<file path="config.mk">
export PLATFORM = sky130hd
export DESIGN_NAME = axilite_arbiter
export DESIGN_NICKNAME = d
export VERILOG_FILES = /design/src/rtl/axilite_arb_pkg.sv /design/src/rtl/axilite_arbiter_rr_arbiter.sv /design/src/rtl/axilite_arbiter.sv
export SDC_FILE = /design/constraint.sdc
export NUM_CORES = 1
export LEC_CHECK = 0
export ABC_CLOCK_PERIOD_IN_PS = 2200
export CORE_AREA = 2 2 141 143
export DETAILED_ROUTE_END_ITERATION = 16
export DIE_AREA = 0 0 143 145
export MAX_ROUTING_LAYER = met4
export PLACE_DENSITY = 0.56
export RECOVER_POWER = 25
export SYNTH_ARGS = -nofsm -noshare
export SYNTH_HDL_FRONTEND = slang
export SYNTH_HIERARCHICAL = 1
export SYNTH_SLANG_ARGS = --single-unit
</file>
<file path="constraint.sdc">
create_clock -name clk -period 2.2 [get_ports clk]
set_input_delay 0.44 -clock clk [delete_from_list [all_inputs] [get_ports clk]]
set_output_delay 0.44 -clock clk [all_outputs]
set_load 0.01 [all_outputs]
</file>
<file path="src/rtl/axilite_arb_pkg.sv">
// Shared types and constants for the N:1 AXI-Lite arbiter.
// Also provides the index-width helper used by the arbiter and its sub-blocks.
package axilite_arb_pkg;

    typedef enum logic [2:0] {
        IDLE,
        WR,
        WR_RESP,
        RD,
        RD_RESP
    } state_t;

    localparam logic [1:0] RESP_OKAY   = 2'b00;
    localparam logic [1:0] RESP_SLVERR = 2'b10;

    function automatic int idx_w(input int n);
        return (n > 1) ? $clog2(n) : 1;
    endfunction

endpackage

</file>
<file path="src/rtl/axilite_arbiter_rr_arbiter.sv">
// Combinational round-robin picker: first asserted request at or after ptr, wrapping.
// Kept generic so other shared-resource blocks can reuse it.
module rr_arbiter
    import axilite_arb_pkg::*;
#(
    parameter int N = 2,
    localparam int IW = idx_w(N)
) (
    input  logic [N-1:0]  req,
    input  logic [IW-1:0] ptr,
    output logic [IW-1:0] gnt_idx,
    output logic          gnt_any
);

    int unsigned idx;

    always_comb begin
        gnt_idx = '0;
        gnt_any = 1'b0;
        idx     = 0;
        for (int unsigned k = 0; k < N; k++) begin
            idx = (32'(ptr) + k) % N;
            if (!gnt_any && req[idx]) begin
                gnt_any = 1'b1;
                gnt_idx = IW'(idx);
            end
        end
    end

endmodule

</file>
<file path="src/rtl/axilite_arbiter.sv">
// N:1 AXI-Lite arbiter: one whole write or read transaction at a time, round-robin,
// grant held from arbitration until the response handshake.
module axilite_arbiter
    import axilite_arb_pkg::*;
#(
    parameter int N_MASTERS = 2,
    parameter int ADDR_W    = 16,
    parameter int DATA_W    = 32,
    parameter int STRB_W    = DATA_W / 8
) (
    input  logic                          clk,
    input  logic                          rst_n,

    input  logic [N_MASTERS*ADDR_W-1:0]   s_awaddr,
    input  logic [N_MASTERS*3-1:0]        s_awprot,
    input  logic [N_MASTERS-1:0]          s_awvalid,
    output logic [N_MASTERS-1:0]          s_awready,
    input  logic [N_MASTERS*DATA_W-1:0]   s_wdata,
    input  logic [N_MASTERS*STRB_W-1:0]   s_wstrb,
    input  logic [N_MASTERS-1:0]          s_wvalid,
    output logic [N_MASTERS-1:0]          s_wready,
    output logic [N_MASTERS*2-1:0]        s_bresp,
    output logic [N_MASTERS-1:0]          s_bvalid,
    input  logic [N_MASTERS-1:0]          s_bready,
    input  logic [N_MASTERS*ADDR_W-1:0]   s_araddr,
    input  logic [N_MASTERS*3-1:0]        s_arprot,
    input  logic [N_MASTERS-1:0]          s_arvalid,
    output logic [N_MASTERS-1:0]          s_arready,
    output logic [N_MASTERS*DATA_W-1:0]   s_rdata,
    output logic [N_MASTERS*2-1:0]        s_rresp,
    output logic [N_MASTERS-1:0]          s_rvalid,
    input  logic [N_MASTERS-1:0]          s_rready,

    output logic [ADDR_W-1:0]             m_awaddr,
    output logic [2:0]                    m_awprot,
    output logic                          m_awvalid,
    input  logic                          m_awready,
    output logic [DATA_W-1:0]             m_wdata,
    output logic [STRB_W-1:0]             m_wstrb,
    output logic                          m_wvalid,
    input  logic                          m_wready,
    input  logic [1:0]                    m_bresp,
    input  logic                          m_bvalid,
    output logic                          m_bready,
    output logic [ADDR_W-1:0]             m_araddr,
    output logic [2:0]                    m_arprot,
    output logic                          m_arvalid,
    input  logic                          m_arready,
    input  logic [DATA_W-1:0]             m_rdata,
    input  logic [1:0]                    m_rresp,
    input  logic                          m_rvalid,
    output logic                          m_rready
);

    localparam int IW = idx_w(N_MASTERS);

    state_t          state;
    logic [IW-1:0]   grant;
    logic [IW-1:0]   rr_ptr;
    logic [IW-1:0]   ptr_next;
    logic            aw_done;
    logic            w_done;

    logic [N_MASTERS-1:0] req;
    logic [IW-1:0]        gnt_idx;
    logic                 gnt_any;

    logic aw_hs, w_hs, b_hs, ar_hs, r_hs;

    assign req = s_awvalid | s_arvalid;

    rr_arbiter #(
        .N (N_MASTERS)
    ) u_rr (
        .req     (req),
        .ptr     (rr_ptr),
        .gnt_idx (gnt_idx),
        .gnt_any (gnt_any)
    );

    assign aw_hs    = m_awvalid & m_awready;
    assign w_hs     = m_wvalid  & m_wready;
    assign b_hs     = m_bvalid  & m_bready;
    assign ar_hs    = m_arvalid & m_arready;
    assign r_hs     = m_rvalid  & m_rready;
    assign ptr_next = (grant == IW'(N_MASTERS - 1)) ? '0 : grant + 1'b1;

    always_ff @(posedge clk or negedge rst_n) begin
        if (!rst_n) begin
            state   <= IDLE;
            grant   <= '0;
            rr_ptr  <= '0;
            aw_done <= 1'b0;
            w_done  <= 1'b0;
        end else begin
            case (state)
                IDLE: begin
                    // A master presenting both AW and AR is served write-first.
                    if (gnt_any) begin
                        grant <= gnt_idx;
                        state <= s_awvalid[gnt_idx] ? WR : RD;
                    end
                end
                WR: begin
                    if (aw_hs) aw_done <= 1'b1;
                    if (w_hs)  w_done  <= 1'b1;
                    if ((aw_done | aw_hs) && (w_done | w_hs)) state <= WR_RESP;
                end
                WR_RESP: begin
                    if (b_hs) begin
                        aw_done <= 1'b0;
                        w_done  <= 1'b0;
                        rr_ptr  <= ptr_next;
                        state   <= IDLE;
                    end
                end
                RD: begin
                    if (ar_hs) state <= RD_RESP;
                end
                RD_RESP: begin
                    if (r_hs) begin
                        rr_ptr <= ptr_next;
                        state  <= IDLE;
                    end
                end
                default: state <= IDLE;
            endcase
        end
    end

    always_comb begin
        m_awaddr  = '0;
        m_awprot  = '0;
        m_awvalid = 1'b0;
        m_wdata   = '0;
        m_wstrb   = '0;
        m_wvalid  = 1'b0;
        m_bready  = 1'b0;
        m_araddr  = '0;
        m_arprot  = '0;
        m_arvalid = 1'b0;
        m_rready  = 1'b0;
        s_awready = '0;
        s_wready  = '0;
        s_bvalid  = '0;
        s_arready = '0;
        s_rvalid  = '0;
        s_bresp   = '0;
        s_rdata   = '0;
        s_rresp   = '0;

        for (int unsigned i = 0; i < N_MASTERS; i++) begin
            s_bresp[i*2 +: 2]           = m_bresp;
            s_rresp[i*2 +: 2]           = m_rresp;
            s_rdata[i*DATA_W +: DATA_W] = m_rdata;
        end

        if (state != IDLE) begin
            m_awaddr = s_awaddr[grant*ADDR_W +: ADDR_W];
            m_awprot = s_awprot[grant*3 +: 3];
            m_wdata  = s_wdata[grant*DATA_W +: DATA_W];
            m_wstrb  = s_wstrb[grant*STRB_W +: STRB_W];
            m_araddr = s_araddr[grant*ADDR_W +: ADDR_W];
            m_arprot = s_arprot[grant*3 +: 3];
        end

        case (state)
            WR: begin
                m_awvalid        = s_awvalid[grant] & ~aw_done;
                m_wvalid         = s_wvalid[grant]  & ~w_done;
                s_awready[grant] = m_awready & ~aw_done;
                s_wready[grant]  = m_wready  & ~w_done;
            end
            WR_RESP: begin
                m_bready        = s_bready[grant];
                s_bvalid[grant] = m_bvalid;
            end
            RD: begin
                m_arvalid        = s_arvalid[grant];
                s_arready[grant] = m_arready;
            end
            RD_RESP: begin
                m_rready        = s_rready[grant];
                s_rvalid[grant] = m_rvalid;
            end
            default: ;
        endcase
    end

endmodule

</file>
==> flow_summary.yaml <==
synth:
  synth_ff_type: "sky130_fd_sc_hd__dfrtp_1"
  ys_ff_latch: 7
  synth.top_cells.by_count: "91 x sky130_fd_sc_hd__nor2_1, 80 x sky130_fd_sc_hd__mux2i_1, 73 x sky130_fd_sc_hd__buf_4"
  syn_inst: 315
  synth-async-reset-ratio_pct: 100.0
  post-synth-top-count-cell: "sky130_fd_sc_hd__nor2_1"
  yosysTopAreaCellShare_pct: 35.32
  synth_top_area_cell: "sky130_fd_sc_hd__mux2i_1"
  post_synth_instance_area_mm2: 0.002267
  post_synth_num_cell_types: 32
  post_synth.cell_area_avg_um2: 7.197
  synth-edff-count: 0
  synth_top_cells_by_area: "sky130_fd_sc_hd__mux2i_1 35%, sky130_fd_sc_hd__buf_4 24%, sky130_fd_sc_hd__nor2_1 15%, sky130_fd_sc_hd__dfrtp_1 7.7%, sky130_fd_sc_hd__buf_2 2.9%"
  synth-seq-area-share_pct: 7.726
  synth_nets: 516
  synth_warnings: 6
cts:
  cts_root_buffer: "sky130_fd_sc_hd__clkbuf_16"
  tritoncts.num_buffers: 3
  ctsHoldBuffers: 0
  worst_skew_pair.late_latency_ns: 0.23
  h_tree_lvls: 1
  cts_max_path_buffers: 2
  tritoncts: "yes"
  worst_setup_hold_path_clk_slew_ns: 0.04
  cts_num_sinks: 7
final_layout:
  finalNonFillerCells: 790
  flow.area_growth_from_synthesis_pct: 120.9
  antennaDiodeCount: 0
  finalNetCount: 727
  drive_above_1_share_pct: 13.90
floorplan:
  ioPinCount: 362
  die-height_um: 145
  fp.coreArea_mm2: 0.01921
  die_width_um: 143
  die_area_mm2: 0.02074
  row_count: 51
  initial_utilization_pct: 11.80
drt:
  vias_per_cell: 3.527
  route.detailed.wl_per_inst_um: 13.97
  number_of_nets_still_failing_antenna_checks_after_routing: 0
  drt_wl_total_mm: 11.04
  drc: 0
  detailed_route_iter0_violations: 69
  total_number_of_vias: 2786
  drt_pre_antenna_iters: 4
timing:
  post_route_minimum_period_ns: 2.210
  slew_headroom_pct: 75.74
  report.final.slew_viol_count: 0
  worst_slack_ns: -0.009627
  tightestPinTransition_ns: 0.3627
  grt_setup_unrepaired: "yes"
  final-setup-viol-count: 1
  layout_worst_path_cycle_share_pct: 100.4
  hold_violations: 0
  skew_ns: 0.002067
  achievable-frequency_mhz: 452.6
  finalSetupTns_ns: -0.009627
grt:
  first_pass_grt_wire_length_mm: 16.13
  grt_antenna_before_repair: 0
  grt_max_degree: 35
  grt_overflow_total: 0
  gr-usage-all-layers_pct: 10.18
  first_global_vias: 2812
placed_design:
  finalWeightedCongestion: 0.8100
  hpwl_mm: 9.209
  port_buffers: 253
  placed_cells_incl_taps: 773
  minimum_setup_slack_after_placement_ns: -0.1772
setup_path:
  critPathLaunchType: "flop"
  critPathCaptureType: "output pin"
  crit_type: "reg -> out"
  r2r-end: "rr_ptr"
  worst_setup_path_startpoint: "grant"
  worst_path_largest_cell_delay_ns: 0.49
  r2r_cells: 8
  crit_family: "buffers and inverters"
  critical_path.most_common_cell: "sky130_fd_sc_hd__buf_4"
  crit-reg2reg-launch: "grant"
  crit_fanout: 3
  worstPathCellList: "buf_4 -> buf_4 -> mux2_2 -> and2_1 -> dlygate4sd2_1"
  worst-endpoint-required_ns: 1.76
  worst-endpoint-arrival_ns: 1.77
  worst-r2r-setup-slack_ns: 0.10
  critical_path_buf_inv_count: 3
  worst_path_cell_with_the_longest_stage_delay: "sky130_fd_sc_hd__dfrtp_4"
min_path:
  hold_crit_class: "reg -> reg"
  whs_endpoint: "rr_ptr"
  min_from: "rr_ptr"
  min_delay_path_depth: 1
pwr:
  p_leak_nw: 2.308
  peakVddDrop_uv: 478.6
  power.density_mw_per_mm2: 1020
flow_run:
  timing.max_cap.violations: 0
status:
  failed_checks: "setup timing"
  status: "complete, but fails checks"
==> through the flow <==
step | total power, mW | hold slack (ns) | util [%] | cell area (µm²)
2_1_floorplan | 2.517 | 0.1444 | - | 2267
3_3_place_gp | 4.946 | 0.4933 | 25.01 | 4803
3_5_place_dp | 4.928 | 0.5105 | 25.01 | 4803
4_1_cts | 5.099 | 0.4914 | 25.75 | 4946
5_1_grt | 5.507 | 0.5440 | 26.08 | 5009
6_report | 5.110 | 0.5172 | 26.08 | 5009
==> cell type report <==
cell class                      instances  area [µm²]
Sequential cell                         7       178.9
Fill cell                            2106       14200
Clock buffer                            4       78.83
Tap cell                              265       331.6
Inverter                                5       22.52
Multi-Input combinational cell        210        1480
Timing Repair Buffer                  299        2917
==> how the worst max path moves through the flow <==
| stage | slack (ns) | cells past startpoint | to |
|---|---|---|---|
| floorplan | 0.29 | 5 | m_awaddr[0] |
| global placement | -0.14 | 4 | s_rvalid[1] |
| detailed placement | -0.18 | 4 | s_arready[0] |
| CTS | 0.0006 | 7 | m_wdata[16] |
| global route | -0.07 | 5 | m_wvalid |
| finish | -0.01 | 5 | m_wvalid |
==> worst reg2reg max path, cell delays in order, from the launching register on <==
cell,delay (ns)
sky130_fd_sc_hd__dfrtp_4,0.49
sky130_fd_sc_hd__buf_4,0.16
sky130_fd_sc_hd__buf_4,0.18
sky130_fd_sc_hd__mux2i_1,0.17
sky130_fd_sc_hd__buf_4,0.17
sky130_fd_sc_hd__nor2b_1,0.13
sky130_fd_sc_hd__o22ai_2,0.11
sky130_fd_sc_hd__a211oi_2,0.22
sky130_fd_sc_hd__mux2_2,0.35
==> metal layers <==
layer / share of wire, % / track usage (%)
met1: 39 / 11.47
met2: 49 / 17.85
met3: 11 / 2.937
met4: 1.6 / 1.980
met5: 0 / -
==> power by group <==
group | leakage, nW | internal, mW | switching [mW]
clock | 0.0382 | 0.241 | 0.0657
sequential | 0.0841 | 0.198 | 0.0478
combinational | 2.19 | 2.43 | 2.13
total | 2.31 | 2.87 | 2.24
==> layout by cell type, fill, tap and decap left out, types with 2 or more instances in the layout <==
cell                              netlist  routed
sky130_fd_sc_hd__clkdlybuf4s50_1        0     159
sky130_fd_sc_hd__nor2_1                91      88
sky130_fd_sc_hd__mux2i_1               80      78
sky130_fd_sc_hd__dlygate4sd2_1          0      72
sky130_fd_sc_hd__buf_4                 73      35
sky130_fd_sc_hd__clkdlybuf4s15_1        0      14
sky130_fd_sc_hd__buf_12                 0       8
sky130_fd_sc_hd__dfrtp_1                7       6
sky130_fd_sc_hd__nor3_1                 6       5
sky130_fd_sc_hd__nand2_1                4       4
sky130_fd_sc_hd__dlymetal6s2s_1         0       4
sky130_fd_sc_hd__nor2_2                 0       3
sky130_fd_sc_hd__nand4_1                3       3
sky130_fd_sc_hd__inv_1                  5       3
sky130_fd_sc_hd__mux2_2                 3       3
sky130_fd_sc_hd__clkbuf_16              0       3
sky130_fd_sc_hd__or2_2                  2       2
sky130_fd_sc_hd__and2_1                 2       2
sky130_fd_sc_hd__nor2b_1                2       2
sky130_fd_sc_hd__a211oi_2               1       2
sky130_fd_sc_hd__clkbuf_2               0       2
sky130_fd_sc_hd__buf_6                  1       2
==> flip-flops by register name (all words and copies together) (netlist names) <==
| signal | flops |
|---|---|
| aw_done | 1 |
| grant | 1 |
| rr_ptr | 1 |
| state | 3 |
| w_done | 1 |
==> what timing repair did <==
action                                  in CTS  in global routing
pin swaps                                    4                  5
hold endpoints to repair                     0                  0
gates cloned                                 1                  0
endpoints found under the setup margin      88                 25
resized for setup                          116                 15
buffers inserted                             8                  5
==> logic make-up (layout without fill, tap and decap cells) <==
group	count (synthesis)	count (layout)	share of synthesized area [%]
and+or+nand+nor	115	115	21.19
muxes	83	83	36.81
buffers and inverters	98	308	29.36
DFF	7	7	7.726
AOI/OAI and AO/OA	12	12	4.911
Note: power is estimated with default switching activity, not from simulation.
